`config.mk`:
```
export PLATFORM = sky130hd
export DESIGN_NAME = dmem_ctrl_flat
export DESIGN_NICKNAME = d
export VERILOG_FILES = /design/src/rtl/dmem_ctrl_pkg.sv /design/src/rtl/dmem_ctrl_if.sv /design/src/rtl/dmem_ctrl_wbuf_fifo.sv /design/src/rtl/dmem_ctrl.sv /design/src/flat_wrapper.sv
export SDC_FILE = /design/constraint.sdc
export NUM_CORES = 1
export LEC_CHECK = 0
export BUFFER_PORTS_ARGS = -buffer_cell sky130_fd_sc_hd__buf_4
export CORE_UTILIZATION = 34
export DETAILED_ROUTE_END_ITERATION = 10
export GPL_TIMING_DRIVEN = 0
export PLACE_DENSITY_LB_ADDON = 0.05
export SLEW_MARGIN = 5
export SYNTH_ARGS = -nofsm -noshare
export SYNTH_HDL_FRONTEND = slang
export SYNTH_SLANG_ARGS = --single-unit
```
`constraint.sdc`:
```
create_clock -name clk -period 3.95 [get_ports clk]
set_input_delay 0.1975 -clock clk [delete_from_list [all_inputs] [get_ports clk]]
set_output_delay 0.1975 -clock clk [all_outputs]
set_load 0.02 [all_outputs]
```
`src/rtl/dmem_ctrl_pkg.sv`:
```
// Shared CPU data-memory types: controller FSM states and write-buffer entries.
package lib_cpu;

  typedef enum logic [1:0] {
    IDLE  = 2'd0,
    DRAIN = 2'd1,
    READ  = 2'd2
  } DMC_STATE;

  typedef struct packed {
    logic [29:0] addr;
    logic [31:0] data;
  } wbuf_entry_t;

  function automatic logic [31:0] byte_addr(input logic [29:0] word);
    return {word, 2'b00};
  endfunction

endpackage

```
`src/rtl/dmem_ctrl_if.sv`:
```
// CPU-side and memory-side signals of the data-memory controller.
interface dmem_ctrl_if;

  logic [31:0] cpu_addr;
  logic [31:0] cpu_wdata;
  logic        cpu_we;
  logic        cpu_re;
  logic [31:0] cpu_rdata;
  logic        stall;

  logic        mem_req;
  logic        mem_we;
  logic [31:0] mem_addr;
  logic [31:0] mem_wdata;
  logic        mem_ack;
  logic [31:0] mem_rdata;

  modport slave (
    input  cpu_addr, cpu_wdata, cpu_we, cpu_re, mem_ack, mem_rdata,
    output cpu_rdata, stall, mem_req, mem_we, mem_addr, mem_wdata
  );

  modport master (
    output cpu_addr, cpu_wdata, cpu_we, cpu_re, mem_ack, mem_rdata,
    input  cpu_rdata, stall, mem_req, mem_we, mem_addr, mem_wdata
  );

endinterface

```
`src/rtl/dmem_ctrl_wbuf_fifo.sv`:
```
// Store write buffer: circular FIFO with a youngest-match address lookup
// so loads can be forwarded from stores that have not reached memory yet.
module wbuf_fifo
  import lib_cpu::*;
#(
  parameter  int DEPTH = 4,
  localparam int PTR_W = $clog2(DEPTH),
  localparam int CNT_W = $clog2(DEPTH + 1)
) (
  input  logic              clk,
  input  logic              rst_n,
  input  logic              push,
  input  wbuf_entry_t       push_entry,
  input  logic              pop,
  output wbuf_entry_t       head,
  input  logic [29:0]       lookup_addr,
  output logic              hit,
  output logic [31:0]       hit_data,
  output logic [CNT_W-1:0]  count,
  output logic              full,
  output logic              empty
);

  wbuf_entry_t      storage [DEPTH];
  logic [PTR_W-1:0] rd_ptr;
  logic [PTR_W-1:0] wr_ptr;
  logic [PTR_W-1:0] idx;

  assign head  = storage[rd_ptr];
  assign full  = (count == CNT_W'(DEPTH));
  assign empty = (count == '0);

  // Entry storage has no reset; the occupancy count decides which slots are live
  always_ff @(posedge clk) begin
    if (push) storage[wr_ptr] <= push_entry;
  end

  // Pointer and occupancy bookkeeping; power-of-two depth makes the pointers wrap on their own
  always_ff @(posedge clk or negedge rst_n) begin
    if (!rst_n) begin
      rd_ptr <= '0;
      wr_ptr <= '0;
      count  <= '0;
    end else begin
      if (push) wr_ptr <= wr_ptr + 1'b1;
      if (pop)  rd_ptr <= rd_ptr + 1'b1;
      case ({push, pop})
        2'b10:   count <= count + 1'b1;
        2'b01:   count <= count - 1'b1;
        default: count <= count;
      endcase
    end
  end

  // Scan live entries oldest to youngest so the youngest match overrides older ones
  always_comb begin
    hit      = 1'b0;
    hit_data = '0;
    idx      = '0;
    for (int i = 0; i < DEPTH; i++) begin
      idx = rd_ptr + PTR_W'(i);
      if ((CNT_W'(i) < count) && (storage[idx].addr == lookup_addr)) begin
        hit      = 1'b1;
        hit_data = storage[idx].data;
      end
    end
  end

endmodule

```
`src/rtl/dmem_ctrl.sv`:
```
// Data-memory controller: buffers stores, forwards buffered data to loads,
// and lets load misses bypass pending stores on the way to memory.
module dmem_ctrl
  import lib_cpu::*;
#(
  parameter int DEPTH       = 4,
  parameter int MEM_LAT_MAX = 0
) (
  input  logic      clk,
  input  logic      rst_n,
  dmem_ctrl_if.slave bus
);

  localparam int CNT_W = $clog2(DEPTH + 1);

  DMC_STATE         state;
  DMC_STATE         state_nxt;
  logic [29:0]      word_addr;
  logic             store_req;
  logic             load_req;
  logic             stall_raw;
  logic             push;
  logic             pop;
  logic             hit;
  logic             full;
  logic             empty;
  logic [31:0]      hit_data;
  logic [31:0]      rdata;
  logic [CNT_W-1:0] count;
  wbuf_entry_t      head;
  wbuf_entry_t      push_entry;
  wbuf_entry_t      launch;
  logic             mem_we_q;
  logic [31:0]      mem_addr_q;
  logic [31:0]      mem_wdata_q;

  // A simultaneous store and load is a store; the load request is dropped
  assign word_addr  = bus.cpu_addr[31:2];
  assign store_req  = bus.cpu_we;
  assign load_req   = bus.cpu_re & ~bus.cpu_we;
  assign push_entry = '{addr: word_addr, data: bus.cpu_wdata};
  assign push       = store_req & ~stall_raw;
  assign pop        = (state == DRAIN) & bus.mem_ack;

  // With an empty buffer the store being accepted this cycle is drained straight away
  assign launch = empty ? push_entry : head;

  wbuf_fifo #(.DEPTH(DEPTH)) u_wbuf (
    .clk         (clk),
    .rst_n       (rst_n),
    .push        (push),
    .push_entry  (push_entry),
    .pop         (pop),
    .head        (head),
    .lookup_addr (word_addr),
    .hit         (hit),
    .hit_data    (hit_data),
    .count       (count),
    .full        (full),
    .empty       (empty)
  );

  // FSM state register
  always_ff @(posedge clk or negedge rst_n) begin
    if (!rst_n) state <= IDLE;
    else        state <= state_nxt;
  end

  // Next state, CPU stall and load data; read misses win over drains in IDLE
  always_comb begin
    state_nxt = state;
    stall_raw = 1'b0;
    rdata     = '0;
    case (state)
      IDLE: begin
        if (load_req && !hit) begin
          state_nxt = READ;
          stall_raw = 1'b1;
        end else if (!empty || store_req) begin
          state_nxt = DRAIN;
        end
        if (store_req && full) stall_raw = 1'b1;
        if (load_req && hit)   rdata     = hit_data;
      end
      DRAIN: begin
        if (bus.mem_ack) state_nxt = IDLE;
        if (store_req && full && !bus.mem_ack) stall_raw = 1'b1;
        if (load_req) begin
          if (hit) rdata     = hit_data;
          else     stall_raw = 1'b1;
        end
      end
      READ: begin
        stall_raw = ~bus.mem_ack;
        if (bus.mem_ack) begin
          state_nxt = IDLE;
          rdata     = bus.mem_rdata;
        end
      end
      default: state_nxt = IDLE;
    endcase
  end

  // Capture the transaction fields when leaving IDLE and hold them until the ack
  always_ff @(posedge clk or negedge rst_n) begin
    if (!rst_n) begin
      mem_we_q    <= 1'b0;
      mem_addr_q  <= '0;
      mem_wdata_q <= '0;
    end else if (state == IDLE) begin
      if (state_nxt == READ) begin
        mem_we_q    <= 1'b0;
        mem_addr_q  <= byte_addr(word_addr);
        mem_wdata_q <= '0;
      end else if (state_nxt == DRAIN) begin
        mem_we_q    <= 1'b1;
        mem_addr_q  <= byte_addr(launch.addr);
        mem_wdata_q <= launch.data;
      end else begin
        mem_we_q    <= 1'b0;
        mem_addr_q  <= '0;
        mem_wdata_q <= '0;
      end
    end else if (bus.mem_ack) begin
      mem_we_q    <= 1'b0;
      mem_addr_q  <= '0;
      mem_wdata_q <= '0;
    end
  end

  assign bus.mem_req   = (state != IDLE);
  assign bus.mem_we    = mem_we_q;
  assign bus.mem_addr  = mem_addr_q;
  assign bus.mem_wdata = mem_wdata_q;
  assign bus.cpu_rdata = rdata;
  assign bus.stall     = stall_raw & rst_n;

`ifndef SYNTHESIS
  logic [31:0] wait_cnt;

  // Count cycles a request has been outstanding without an ack
  always_ff @(posedge clk or negedge rst_n) begin
    if (!rst_n)                         wait_cnt <= '0;
    else if (bus.mem_req && !bus.mem_ack) wait_cnt <= wait_cnt + 1'b1;
    else                                wait_cnt <= '0;
  end

  // Memory latency bound, only enforced when a bound is configured
  always_ff @(posedge clk) begin
    if (rst_n && (MEM_LAT_MAX > 0) && bus.mem_req)
      assert (wait_cnt < $unsigned(MEM_LAT_MAX));
  end
`endif

endmodule

```
`src/flat_wrapper.sv`:
```
// flat-port wrapper written by rule: the top's interface ports become plain ports
module dmem_ctrl_flat import lib_cpu::*;
#(
  parameter int DEPTH       = 4,
  parameter int MEM_LAT_MAX = 0
)
  (clk, rst_n, bus_cpu_addr, bus_cpu_wdata, bus_cpu_we, bus_cpu_re, bus_mem_ack, bus_mem_rdata, bus_cpu_rdata, bus_stall, bus_mem_req, bus_mem_we, bus_mem_addr, bus_mem_wdata);
  dmem_ctrl_if bus_i ();
  input  logic clk;
  input  logic rst_n;
  input wire logic [$bits(bus_i.cpu_addr)-1:0] bus_cpu_addr;
  input wire logic [$bits(bus_i.cpu_wdata)-1:0] bus_cpu_wdata;
  input wire logic [$bits(bus_i.cpu_we)-1:0] bus_cpu_we;
  input wire logic [$bits(bus_i.cpu_re)-1:0] bus_cpu_re;
  input wire logic [$bits(bus_i.mem_ack)-1:0] bus_mem_ack;
  input wire logic [$bits(bus_i.mem_rdata)-1:0] bus_mem_rdata;
  output wire logic [$bits(bus_i.cpu_rdata)-1:0] bus_cpu_rdata;
  output wire logic [$bits(bus_i.stall)-1:0] bus_stall;
  output wire logic [$bits(bus_i.mem_req)-1:0] bus_mem_req;
  output wire logic [$bits(bus_i.mem_we)-1:0] bus_mem_we;
  output wire logic [$bits(bus_i.mem_addr)-1:0] bus_mem_addr;
  output wire logic [$bits(bus_i.mem_wdata)-1:0] bus_mem_wdata;
  assign bus_i.cpu_addr = bus_cpu_addr;
  assign bus_i.cpu_wdata = bus_cpu_wdata;
  assign bus_i.cpu_we = bus_cpu_we;
  assign bus_i.cpu_re = bus_cpu_re;
  assign bus_i.mem_ack = bus_mem_ack;
  assign bus_i.mem_rdata = bus_mem_rdata;
  assign bus_cpu_rdata = bus_i.cpu_rdata;
  assign bus_stall = bus_i.stall;
  assign bus_mem_req = bus_i.mem_req;
  assign bus_mem_we = bus_i.mem_we;
  assign bus_mem_addr = bus_i.mem_addr;
  assign bus_mem_wdata = bus_i.mem_wdata;
  dmem_ctrl #(.DEPTH(DEPTH), .MEM_LAT_MAX(MEM_LAT_MAX)) u_core (.clk(clk), .rst_n(rst_n), .bus(bus_i));
endmodule
```
== Word level (Yosys, flattened, before mapping) ==
Memories as Yosys holds them, arrays and structs flattened.
Index checks and enable logic that the tools add are counted.
Word-level totals
  flip-flop bits (word level): 74
  bits in writable memories: 248
  memories kept: 1
Memories
  u_core.u_wbuf.storage: depth 4, width 62, read ports 4, clocked after Yosys merged registers in 0, wr ports 1, RTL line dmem_ctrl_wbuf_fifo.sv:24  | wbuf_entry_t storage [DEPTH];
Cells by class
  add/sub/neg operators: 6
  magnitude comparators: 4
  eq/ne operators: 11
  multiplexer cells: 38
  bitwise gates (word level): 7
  reduce and logical (&&, ||, !) cells: 18
Operators with widths (count)
  32-bit two-way mux: 15
  30-bit == test: 4
  32-bit one-hot mux with 3 select lines: 1
  62-bit two-way mux: 1
  1-bit two-way mux: 15
  1-bit logical AND: 8
  2-bit by 1-bit == test with 1-bit output (second input constant): 3
  2-bit == test (second input constant): 3
  1-bit by 3-bit < comparator with 1-bit output (first input constant): 2
  2-bit by 3-bit < comparator with 1-bit output (first input constant): 2
  2-bit two-way mux: 3
  3-bit one-hot mux with 2 select lines: 1
  2-bit nonzero test: 3
  2-bit by 1-bit adder with 2-bit output (second input constant): 2
  2-bit adder (second input constant): 2
  1-bit AND: 4
  2-bit one-hot mux with 2 select lines: 1
  3-bit by 1-bit adder with 3-bit output (second input constant): 1
  3-bit == test (second input constant): 1
  1-bit logical NOT: 3
  3-bit logical NOT: 1
  1-bit inverter: 3
  1-bit one-hot mux with 3 select lines: 1
  3-bit by 1-bit subtractor with 3-bit output (second input constant): 1
  3 further kinds: 3

== Depth between registers and ports, before layout ==
Gate-level depths: netlist of the first run.
An unclocked memory read counts as a cell.
  depth after elaboration: 16
  gate-level depth with buffers: 17
  gate-level depth less buffers: 12

== By module ==
A second synthesis of the first run with hierarchy kept.
Unflattened totals
  cells, all modules: 1786
  area total of the unflattened synthesis: 21227.9 um^2
By module, submodules not included
  wbuf_fifo: times used 1, cells an instance 1385, area an instance 17500.5 um^2
  dmem_ctrl: times used 1, cells an instance 401, area an instance 3727.3 um^2

== Least setup slack after synthesis of the first run ==
No wires, ideal clock.
  kind: reg-to-output
  from: register u_core.u_wbuf.rd_ptr[0]
  to: output port bus_cpu_rdata[11]
  arrival: 3585 ps
  required time: 3753 ps
  path slack: 168 ps
  stages on the path, launching flop included: 13
  buffers on the path: 4
  cell sequence: dfrtp_1 buf_4 buf_2 mux4_2 xnor2_1 nand4_1 or4b_1 or2_2 buf_2 buf_2 a211oi_1 o31ai_1 o21ai_0
Between the ends
  cells in the longest elaborated chain, start to end: 10
  elaborated cells on any way between the ends: 25
  classes of those cells: 3 x add/sub; 4 x eq/ne; 12 x mux; 5 x reduce/logical; 1 x memory
Ends and longest elaborated chain
  start: declaration: RTL line dmem_ctrl_wbuf_fifo.sv:25  | logic [PTR_W-1:0] rd_ptr;
  start signal: assignment: RTL line dmem_ctrl_wbuf_fifo.sv:46  | if (pop) rd_ptr <= rd_ptr + 1'b1;
  2-bit by 1-bit adder with 2-bit output / memory 4 x 62 bit (equally long branches)
  memory 4 x 62 bit *
  30-bit == test / 1-bit logical AND (equally long branches): RTL line dmem_ctrl_wbuf_fifo.sv:62  | if ((CNT_W'(i) < count) && (storage[idx].addr == lookup_addr)) begin
  1-bit logical AND (tied with other cells): RTL line dmem_ctrl_wbuf_fifo.sv:62
  32-bit two-way mux / 1-bit two-way mux (equally long branches) (3 in a row): RTL line dmem_ctrl_wbuf_fifo.sv:62
  32-bit two-way mux / 1-bit logical AND (equally long branches): RTL line dmem_ctrl.sv:89, dmem_ctrl.sv:83
  32-bit two-way mux, on equally long branches: RTL line dmem_ctrl.sv:88, dmem_ctrl.sv:83
  32-bit one-hot mux with 3 select lines *: RTL line dmem_ctrl.sv:74  | case (state)
  end: declaration: RTL line flat_wrapper.sv:17  | output wire logic [$bits(bus_i.cpu_rdata)-1:0] bus_cpu_rdata;
Every way passes the cells marked *; elsewhere a longest branch is shown, timed or not.

== Final worst setup path of the first run ==
  from: register u_core.u_wbuf.rd_ptr[1]
  to: output port bus_cpu_rdata[10]
Same word-level chain as after synthesis.

==> run_results.csv, run 1 <==
group,metric,value,unit
outcome,status,"complete, but fails checks",
outcome,violations,"setup timing",
critical_path,endpoint_kind,"output pin",
critical_path,cp_common_cell,"buf_6",
clock_network,h-tree-depth,2,
synthesis,synthTopCellsByArea,"edfxtp_1 36%, dfrtp_1 8.6%, mux2i_1 8.1%, mux4_2 6.7%, xnor2_1 4.0%",
synthesis,synthAdderAreaFrac,0.779,%
route,ant_nets,0,
timing,hold_violations,0,
clock_network,clock_latency,590,ps
die,fp.coreArea,60600,um^2
placed_design,hpwl,69300,um
die,ios,200,
finish,finalNetCount,2420,
synthesis,synth_top_family_by_area,"multiplexers",
power,leakage,10.6,nW
critical_path,worst-path-max-fanout,8,
clock_network,clkSlewWorstSetupHoldPaths,60,ps
global_routing,grt_usage,30.4,%
route,first_iter_violations,1494,
critical_path,critPathKind,"reg2out",
power,peakVddDrop,0.490,mV
clock_network,cts_made_buffers,40,
critical_path,slowest_delay,580,ps
timing,holdWs,49.2,ps
timing,maxSlewHeadroom,18.0,%
critical_path,crit_buf_inv,7,
timing,finalSetupViolations,93,
clock_network,cts_buffer_depth,3,
route,routed_wl,98400,um
route,drtPass1Iterations,6,
finish,areaGrowthSynthToFinish,38.9,%
global_routing,overflow,0,
finish,mostFrequentLayoutCells,"249 x buf_4, 248 x edfxtp_1, 181 x nand2_1",
finish,layout-drive-gt1-share,36.0,%
finish,fin_util,47.9,%
timing,tightest_slew,1220,ps
global_routing,grt_pass1_wl,137000,um
critical_path,slowest_stage,"or4_4",
clock_network,cts-root-buf,"clkbuf_16",
route,drc,0,
synthesis,ys_seq_elements,320,
critical_path,cp.required,3750,ps
placed_design,gp_congestion,0.965,
finish,antenna_cells,0,
synthesis,synth_xor_area_share,4.40,%
die,die_x,250,um
synthesis,synth_edf_count,248,
synthesis,async_flop_share,22.5,%
synthesis,synth_compound_gate_area_share,16.2,%
critical_path,startpoint_type,"flip-flop",
die,initial_utilization,34.5,%
synthesis,netlist_area,20900,um^2
timing,finalWorstSetupSlack,-622,ps
route,viasPerCell,6.07,
synthesis,syn_avg_cell_area,10.9,um^2
power,p_per_area,856,nW/um^2
synthesis,synth_top_area_share,35.7,%
synthesis,synth_mux_area_share,18.6,%
global_routing,grt_pass1_vias,18700,
die,die_area,62400,um^2
finish,n_fill_cell,5566,
synthesis,seq_area_frac_synth,44.3,%
synthesis,synth_warnings,0,
route,via_count,18900,
synthesis,synth_simple_gate_area_share,11.1,%
synthesis,ys_types,71,
global_routing,grt_start_max_net_pins,74,
timing,fmax,219,MHz
clock_network,cts_tree,"done",
route,avgRoutedWirePerCell,31.6,um
critical_path,worstPathArrival,4370,ps
synthesis,yosysTopAreaCell,"edfxtp_1",
timing,rsz0062_at_grt,"true",
die,num_rows,90,
timing,drv_slew,0,
finish,final_common_cell,"buf_4",
flow_run,cap_violations,0,
timing,fin_tns_setup,-20330,ps
synthesis,synth_cells,1911,
global_routing,antenna_found_initial,0,
critical_path,path_cells,"buf_12, buf_16, buf_16, buf_12, mux2i_4, xnor2_2, o32ai_2, o211ai_1, or4_4, or2_4, buf_6, buf_6, nor3b_4, o31ai_2, o21ai_2, buf_6",
hold_path,worstHoldPathType,"in2reg",
timing,finClkSkew,27.0,ps
critical_path,path_delay_family,"simple AND/OR/NAND/NOR gates",
clock_network,clock_sinks,320,
power,fin_total_pwr,24.8,mW
timing,fin_crit_sh,116,%
synthesis,synthFlopType,"edfxtp_1",
timing,fin_crit,4570,ps
die,die_h,250,um
placed_design,port_buffers,195,
[tightest hold or removal path, cell delays in order]
cell     delay [ps]
buf_4           110
and2_1          200
xnor2_1          80
[what timing repair did]
action / CTS / global route
hold buffers: 63 / 0
pin swaps: 47 / 114
setup endpoints to repair: 99 / 97
cloned: 11 / 6
endpoints found under the hold margin: 339 / 0
setup buffers: 43 / 35
gates resized for setup: 396 / 218
[flip-flops by register name, summed over array words and instances, names as in the netlist]
signal	cells
u_core.u_wbuf.storage	248
u_core.u_wbuf.count	3
u_core.u_wbuf.rd_ptr	2
u_core.bus.mem_addr	30
u_core.u_wbuf.wr_ptr	2
u_core.bus.mem_we	1
u_core.state	2
u_core.bus.mem_wdata	32
[path summary, 6_finish.rpt]
| kind | start | end | slack, ps | cells past startpoint |
|---|---|---|---|---|
| min reg2reg | u_core.bus.mem_wdata[9]$_DFFE_PN0P_ | u_core.bus.mem_wdata[9]$_DFFE_PN0P_ | 490 | 2 |
| min in group asynchronous | rst_n | u_core.bus.mem_wdata[0]$_DFFE_PN0P_ | 360 | 2 |
| max | u_core.u_wbuf.rd_ptr[1]$_DFFE_PN0P_ | bus_cpu_rdata[10] | -620 | 16 |
| min | bus_mem_ack | u_core.u_wbuf.rd_ptr[0]$_DFFE_PN0P_ | 50 | 3 |
| max in group asynchronous | rst_n | u_core.u_wbuf.rd_ptr[0]$_DFFE_PN0P_ | 2730 | 2 |
| max reg2reg | u_core.u_wbuf.rd_ptr[1]$_DFFE_PN0P_ | u_core.bus.mem_addr[6]$_DFFE_PN0P_ | -90 | 15 |
[kinds of logic (layout without fill, tap and decap cells)]
logic type / after synthesis / in the layout
other: 1 / 2
AO/OA/AOI/OAI: 482 / 482
AND/OR/NAND/NOR: 478 / 479
adder cells (fa/ha/maj): 13 / 13
XOR/XNOR: 105 / 105
buffers and inverters: 210 / 630
flip-flops: 320 / 320
multiplexers: 302 / 302
[synth_stat cells, types with 4 or more instances]
library cell / number
a22oi_1: 38
buf_4: 20
nor4b_1: 7
nor2_1: 105
nor3b_1: 32
and3_1: 26
a21oi_1: 49
o22ai_1: 10
nand2_1: 182
o31ai_2: 28
xor2_1: 9
o2111ai_1: 32
mux2i_1: 170
or4_1: 7
buf_1: 18
nand4_1: 24
xnor2_1: 96
nand3_1: 34
edfxtp_1: 248
clkbuf_1: 126
buf_6: 11
o2bb2ai_1: 4
a211oi_1: 36
dfrtp_1: 72
and2_1: 7
nor2b_1: 7
buf_2: 16
a31oi_1: 4
nor3_1: 13
o21ai_0: 145
nor4_1: 8
a32oi_1: 30
inv_1: 19
mux2_2: 70
nand2b_1: 7
o211ai_1: 34
a221oi_1: 4
o221ai_1: 4
ha_1: 13
o31ai_1: 40
mux4_2: 62
[per-layer routing]
metal	vias to the layer above	routed length (um)	global-route usage, %
li1	8183	-	-
met1	9622	38200	36.7
met2	857	49400	54.0
met3	241	5370	3.94
met4	2	5430	13.4
met5	-	63	0
[layout make-up]
| cell class | count | area (um^2) | area share, % |
|---|---|---|---|
| tap | 782 | 978 | 3.37 |
| clock buffer | 55 | 1110 | 3.82 |
| multi-input combinational | 1383 | 12500 | 43.2 |
| timing repair buffer | 354 | 3310 | 11.4 |
| inverter | 19 | 78.8 | 0.272 |
| clock inverter | 14 | 141 | 0.487 |
| buffer | 188 | 1610 | 5.54 |
| sequential | 320 | 9250 | 31.9 |
[power by group]
group          switching (mW)  internal (mW)  leakage (nW)
registers               0.682           4.71          3.23
clock network            1.52           2.09         0.606
logic                    9.53           6.30          6.75
total                    11.7           13.1          10.6
[through the flow]
| step | setup slack [ps] | std cells | cell area [um^2] |
|---|---|---|---|
| after global placement | -1820 | 2889 | 23300 |
| final | -622 | 3115 | 29000 |
| after floorplan | 168 | 1912 | 20900 |
| after global routing | -686 | 3115 | 29000 |
| after CTS | -590 | 3076 | 27500 |
| after detailed placement | -1680 | 2893 | 23500 |
Power figures use the tool's default switching activity.
==> run 2, diff against run 1 <==
--- a/config.mk
+++ b/config.mk
@@ -6,6 +6,8 @@
 export NUM_CORES = 1
 export LEC_CHECK = 0
 export BUFFER_PORTS_ARGS = -buffer_cell sky130_fd_sc_hd__buf_4
+export CELL_PAD_IN_SITES_DETAIL_PLACEMENT = 2
+export CELL_PAD_IN_SITES_GLOBAL_PLACEMENT = 2
 export CORE_UTILIZATION = 34
 export DETAILED_ROUTE_END_ITERATION = 10
 export GPL_TIMING_DRIVEN = 0
==> run 2 against run 1 <==
Compared with the run above: the run still ends with setup timing left; first-iteration DRC count shrank 19%; register-to-register slack got worse by 160 ps; sequential share of layout area grew 0.93 points; critical path depth did not move; non-clock buffer count down 17; clock power up 14%; final cell count shrank 0.19%; sequential power about the same; largest power group unchanged; highest routed layer is now met4.
==> run_results.csv, run 2 (synthesized netlist as in run 1, its figures left out) <==
group,metric,value,unit
timing,maxSlewHeadroom,20.4,%
die,ios,200,
timing,hold_violations,0,
route,first_iter_violations,1204,
global_routing,grt_usage,32.7,%
placed_design,port_buffers,195,
critical_path,path_cells,"buf_12, buf_16, buf_16, buf_12, buf_6, mux2i_2, mux2i_1, xnor2_1, nand4_1, or4b_4, or2_4, buf_6, a211oi_2, o31ai_1, o21ai_1, buf_4",
timing,tightest_slew,1190,ps
global_routing,grt_pass1_vias,20300,
placed_design,pre_cts_ws,-1730,ps
timing,holdWs,131,ps
power,p_switching,11.7,mW
clock_network,cts-root-buf,"clkbuf_16",
clock_network,h-tree-depth,2,
route,drc,0,
critical_path,slowest_stage,"or4b_4",
timing,fmax,215,MHz
route,routed_wl,104000,um
power,switching_share,47.3,%
route,via_count,19000,
global_routing,grt_pass1_wl,147000,um
timing,drv_slew,0,
power,fin_total_pwr,24.8,mW
finish,n_fill_cell,6165,
finish,areaGrowthSynthToFinish,35.0,%
power,p_clk_share,16.7,%
power,combPwrFrac,61.5,%
clock_network,cts_buffer_depth,3,
finish,final_common_cell,"buf_4",
die,die_area,62400,um^2
timing,finalSetupViolations,96,
placed_design,place_area,23500,um^2
global_routing,antenna_found_initial,1,
critical_path,startpoint_type,"flip-flop",
die,die_x,250,um
finish,finalNetCount,2406,
clock_network,clock_sinks,320,
critical_path,critPathKind,"reg2out",
placed_design,gp_congestion,0.915,
power,internal_power,13.1,mW
clock_network,clkSlewWorstSetupHoldPaths,50,ps
finish,largest_reg_flops,248,
finish,mostFrequentLayoutCells,"250 x buf_4, 248 x edfxtp_1, 181 x nand2_1",
finish,layout-drive-gt1-share,33.2,%
timing,finalWorstSetupSlack,-711,ps
timing,rsz0062_at_grt,"true",
global_routing,grt_start_max_net_pins,74,
hold_path,worstHoldPathType,"in2reg",
critical_path,crit_buf_inv,7,
route,avgRoutedWirePerCell,33.6,um
power,p_per_area,878,nW/um^2
route,drtPass1Iterations,5,
finish,final_cell_area,28200,um^2
critical_path,slowest_delay,580,ps
clock_network,clock_latency,600,ps
timing,fin_crit,4660,ps
critical_path,endpoint_kind,"output pin",
finish,top_register,"u_core.u_wbuf.storage",
die,initial_utilization,34.5,%
flow_run,cap_violations,0,
power,peakVddDrop,0.462,mV
critical_path,cp.required,3750,ps
die,die_h,250,um
route,ant_nets,0,
clock_network,cts_made_buffers,43,
outcome,status,"complete, but fails checks",
clock_network,cts_tree,"done",
power,seqPwrFrac,21.8,%
critical_path,r2r_cells,15,
global_routing,overflow,0,
critical_path,worst-path-max-fanout,10,
finish,fin_util,46.5,%
outcome,violations,"setup timing",
route,viasPerCell,6.10,
timing,finClkSkew,22.4,ps
hold_path,worstHoldPathCells,3,
critical_path,worst-path-stages,16,
timing,fin_crit_sh,118,%
die,num_rows,90,
placed_design,hpwl,74300,um
critical_path,path_delay_family,"buffers and inverters",
critical_path,worstPathArrival,4460,ps
die,fp.coreArea,60600,um^2
power,leakage,10.3,nW
==> run 2: path summary, 6_finish.rpt <==
kind / startpoint / endpoint / slack (ps)
hold reg to reg: u_core.bus.mem_wdata[5]$_DFFE_PN0P_ / u_core.bus.mem_wdata[5]$_DFFE_PN0P_ / 490
setup reg to reg: u_core.u_wbuf.rd_ptr[1]$_DFFE_PN0P_ / u_core.bus.mem_wdata[18]$_DFFE_PN0P_ / -250
min in group asynchronous: rst_n / u_core.bus.mem_wdata[10]$_DFFE_PN0P_ / 370
max in group asynchronous: rst_n / u_core.u_wbuf.rd_ptr[0]$_DFFE_PN0P_ / 2710
setup / recovery: u_core.u_wbuf.rd_ptr[1]$_DFFE_PN0P_ / bus_cpu_rdata[29] / -710
hold / removal: bus_mem_ack / u_core.u_wbuf.rd_ptr[0]$_DFFE_PN0P_ / 130
==> run 2: area by class of cell <==
class                           instances  area, um^2  area share (%)
Antenna cell                            2        5.00          0.0178
Buffer                                189        1450            5.14
Clock buffer                           55        1190            4.23
Clock inverter                         23         283            1.00
Inverter                               19        71.3           0.253
Multi-Input combinational cell       1383       11900            42.4
Sequential cell                       320        9250            32.8
Tap cell                              782         978            3.47
Timing Repair Buffer                  336        3020            10.7
==> run 2: power by group through the flow <==
stage | clock network (mW) | logic (mW) | registers [mW]
final | 4.13 | 15.2 | 5.39
after global routing | 4.30 | 15.8 | 5.47
after CTS | 4.19 | 14.5 | 5.35
after detailed placement | 0 | 12.8 | 5.36
after global placement | 0 | 12.5 | 5.42
after floorplan | 0 | 7.53 | 5.38
==> run 2: worst reg2reg max path, stage by stage, from the launching register on <==
cell and delay (ps):
dfrtp_1 370, buf_12 160, buf_16 170, buf_4 190, mux2i_1 500, mux2i_1 190, xnor2_1 300, nand4_1 170
or4b_2 640, and4b_1 360, o41ai_4 110, buf_4 190, o21a_1 100, buf_4 180, buf_6 190, o31ai_2 290
==> run 2: layer usage <==
metal / routed length [um] / GRT usage (%)
met5: 0 / 0
met4: 5680 / 16.8
met3: 4650 / 3.90
met2: 53100 / 58.1
met1: 41000 / 38.7
==> run 2: what timing repair did <==
action                                  4_1_cts  5_1_grt
pin swaps                                    33       32
gates cloned                                  4        2
setup buffers                                50       19
hold buffers                                 63        0
endpoints found under the setup margin       99       97
endpoints found under the hold margin       333        0
resized for setup                           364       93
==> run 2: stage by stage <==
step / instances / setup TNS, ps
2_1_floorplan: 1912 / 0
3_3_place_gp: 2889 / -667240
3_5_place_dp: 2893 / -135350
4_1_cts: 3086 / -20380
5_1_grt: 3108 / -36480
6_report: 3109 / -30600
==> run 3, diff against run 2 <==
--- a/config.mk
+++ b/config.mk
@@ -15,4 +15,5 @@
 export SLEW_MARGIN = 5
 export SYNTH_ARGS = -nofsm -noshare
 export SYNTH_HDL_FRONTEND = slang
+export SYNTH_HIERARCHICAL = 1
 export SYNTH_SLANG_ARGS = --single-unit
==> run 3 against run 2 <==
Compared with the run above: the run still ends with setup timing left; clock power shrank 7.7%; register-to-register slack worse by 620 ps; global-route usage is 1.2 points higher; synthesized cell count fell by 6.5%; hold slack lost 33 ps; sequential cell count did not move; sequential share of layout area down 1.8 points; design area grew 5.7%; sequential power is 4.5% lower; setup slack worse by 200 ps.
==> run_results.csv, run 3 <==
group,metric,value,unit
route,first_iter_violations,2092,
die,die_area,63400,um^2
outcome,status,"complete, but fails checks",
global_routing,antenna_found_initial,3,
critical_path,slowest_delay,580,ps
critical_path,worst-path-max-fanout,7,
global_routing,grt_usage,33.9,%
power,fin_total_pwr,24.0,mW
finish,finalNonFillerCells,3096,
placed_design,hpwl,68100,um
global_routing,use_met1,50.7,%
synthesis,synth_mux_area_share,22.3,%
global_routing,grt_pass1_wl,154000,um
power,leakage,11.1,nW
flow_run,cap_violations,0,
timing,tightest_slew,1240,ps
finish,final_cell_area,29800,um^2
clock_network,cts_tree,"done",
synthesis,synth_simple_gate_area_share,7.87,%
critical_path,startpoint_type,"flip-flop",
synthesis,synthFlopType,"edfxtp_1",
global_routing,busiest_layer,"met1",
global_routing,grt_start_max_net_pins,74,
synthesis,synth_top_area_share,35.1,%
timing,fin_crit,4860,ps
critical_path,crit_start,"u_core/u_wbuf/rd_ptr[0]$_DFFE_PN0P_",
synthesis,synth_compound_gate_area_share,16.2,%
global_routing,use_met3,6.43,%
finish,seqCellArea,9250,um^2
timing,fin_tns_setup,-238140,ps
synthesis,synth_top_family_by_area,"multiplexers",
synthesis,ys_types,78,
timing,finalSetupViolations,349,
hold_path,worstHoldPathType,"in2reg",
synthesis,synth_cells,1786,
finish,antenna_cells,0,
synthesis,syn_avg_cell_area,11.9,um^2
timing,holdWs,97.6,ps
die,die_x,252,um
finish,finalNetCount,2341,
critical_path,path_cells,"buf_12, buf_16, mux4_2, xnor2_4, nand4_1, a2111oi_2, nand4_1, nor4_4, buf_6, o21ba_4, buf_8, o221ai_1, a2bb2oi_2, a22oi_1, nor2_1, buf_4",
timing,drv_slew,0,
synthesis,seq_area_frac_synth,43.6,%
critical_path,endpoint_kind,"output pin",
placed_design,gp_congestion,0.914,
route,routed_wl,109000,um
timing,rsz0062_at_grt,"true",
placed_design,place_inst,2819,
placed_design,pre_cts_ws,-2350,ps
synthesis,netlist_area,21200,um^2
die,ios,200,
route,drtPass1Iterations,5,
route,drc,0,
critical_path,r2r-start,"u_core/u_wbuf/rd_ptr[1]$_DFFE_PN0P_",
synthesis,synth_edf_count,248,
timing,hold_violations,0,
timing,fmax,206,MHz
finish,largest_reg_flops,248,
timing,finalWorstSetupSlack,-914,ps
finish,multi_input_area,12400,um^2
power,p_per_area,806,nW/um^2
clock_network,clkSlewWorstSetupHoldPaths,60,ps
outcome,violations,"setup timing",
timing,finClkSkew,32.4,ps
clock_network,cts_buffer_depth,3,
finish,top_register,"u_core/u_wbuf/storage",
critical_path,cp.required,3750,ps
finish,fin_util,48.3,%
finish,areaGrowthSynthToFinish,40.4,%
synthesis,yosysMostFrequentCell,"edfxtp_1",
placed_design,port_buffers,195,
route,ant_nets,0,
finish,n_fill_cell,6017,
synthesis,synthAdderAreaFrac,0.766,%
synthesis,ys_seq_elements,320,
die,num_rows,91,
synthesis,async_flop_share,22.5,%
clock_network,cts_made_buffers,40,
finish,final_common_cell,"edfxtp_1",
global_routing,grt_util_met2,49.9,%
finish,mostFrequentLayoutCells,"248 x edfxtp_1, 240 x buf_4, 143 x mux2i_1",
clock_network,h-tree-depth,2,
clock_network,clock_sinks,320,
route,viasPerCell,6.43,
finish,layout-drive-gt1-share,38.7,%
route,via_count,19900,
timing,fin_crit_sh,123,%
route,avgRoutedWirePerCell,35.3,um
die,initial_utilization,34.4,%
hold_path,holdCritStartpoint,"bus_cpu_re",
synthesis,synthTopCellsByArea,"edfxtp_1 35%, mux4_2 14%, dfrtp_1 8.5%, mux2i_1 7.9%, xnor2_1 3.1%",
placed_design,place_area,23800,um^2
die,die_h,252,um
clock_network,clock_latency,590,ps
synthesis,yosysTopAreaCell,"edfxtp_1",
critical_path,slowest_stage,"mux4_2",
power,peakVddDrop,0.439,mV
clock_network,cts-root-buf,"clkbuf_16",
timing,maxSlewHeadroom,17.1,%
synthesis,synth_common_cells,"248 x edfxtp_1, 167 x mux2i_1, 130 x mux4_2",
critical_path,cp_common_cell,"nand4_1",
die,fp.coreArea,61700,um^2
synthesis,synth_xor_area_share,4.21,%
global_routing,grt_pass1_vias,20400,
critical_path,worstPathArrival,4670,ps
global_routing,overflow,0,
synthesis,synth_warnings,6,
critical_path,critPathKind,"reg2out",
run 3: cell count changes after synthesis, sizes merged, moves of 30 or more:
cell / delta
a21oi: +39
a221oi: +30
a22oi: +43
a2bb2oi: +32
mux2: -58
mux4: +68
nand2: -63
nor3b: -32
nor4: +42
o211a: +30
o21ai: -66
o31ai: -66
run 3: worst paths after layout:
kind	endpoint	slack, ps	depth (start not counted)
worst min-delay path	u_core/state[1]$_DFF_PN0_	100	3
worst max-delay path	bus_cpu_rdata[1]	-910	16
max in group asynchronous	u_core/u_wbuf/rd_ptr[0]$_DFFE_PN0P_	3090	3
worst min register to register	u_core/bus.mem_we$_DFFE_PN0P_	480	2
min in group asynchronous	u_core/bus.mem_addr[8]$_DFFE_PN0P_	130	2
worst max register to register	u_core/u_wbuf/storage[0][31]$_DFFE_PP_	-870	23
run 3: what timing repair did:
item,4_1_cts,5_1_grt
hold buffers,64,0
gates resized for setup,433,84
buffers inserted,109,14
endpoints found under the setup margin,353,349
endpoints found under the hold margin,375,0
pin swaps,101,52
cloned,23,4
run 3: worst max-delay path: cells and delay by family, from the launching register on:
kind | cells | cell delay [ps]
compound gates | 5 | 1150
xor+xnor | 1 | 230
buf+inv | 5 | 800
flops | 1 | 420
mux | 1 | 580
simple gates | 4 | 880
run 3: kinds of logic (layout without fill, tap and decap cells):
| family | after synthesis | count (layout) |
|---|---|---|
| DFF | 320 | 320 |
| buffers and inverters | 230 | 688 |
| adders and majority gates | 13 | 13 |
| xor gates and xnor gates | 102 | 102 |
| AOI/OAI and AO/OA | 469 | 470 |
| other | 1 | 2 |
| and+or+nand+nor | 342 | 354 |
| muxes | 309 | 310 |
run 3: where the power goes:
group | internal [mW] | switching, mW
sequential | 4.51 | 0.636
combinational | 6.28 | 8.78
clock | 2.21 | 1.60
total | 13.0 | 11.0
run 3: cell type report:
cell class | instances | share of cell area (%)
multi-input cells | 1251 | 41.8
flip-flops and latches | 320 | 31.0
repair buffers | 388 | 13.4
plain buffers | 182 | 5.26
clock buffers | 57 | 3.95
well taps | 837 | 3.51
inverters | 44 | 0.563
clock inverters | 17 | 0.475
run 3: layer usage:
layer / part of all wire [%] / vias to the layer above
met1: 44 / 10600
met3: 9.5 / 156
met4: 2.5 / 4
li1: - / 8018
met5: 0.019 / -
met2: 44 / 1091
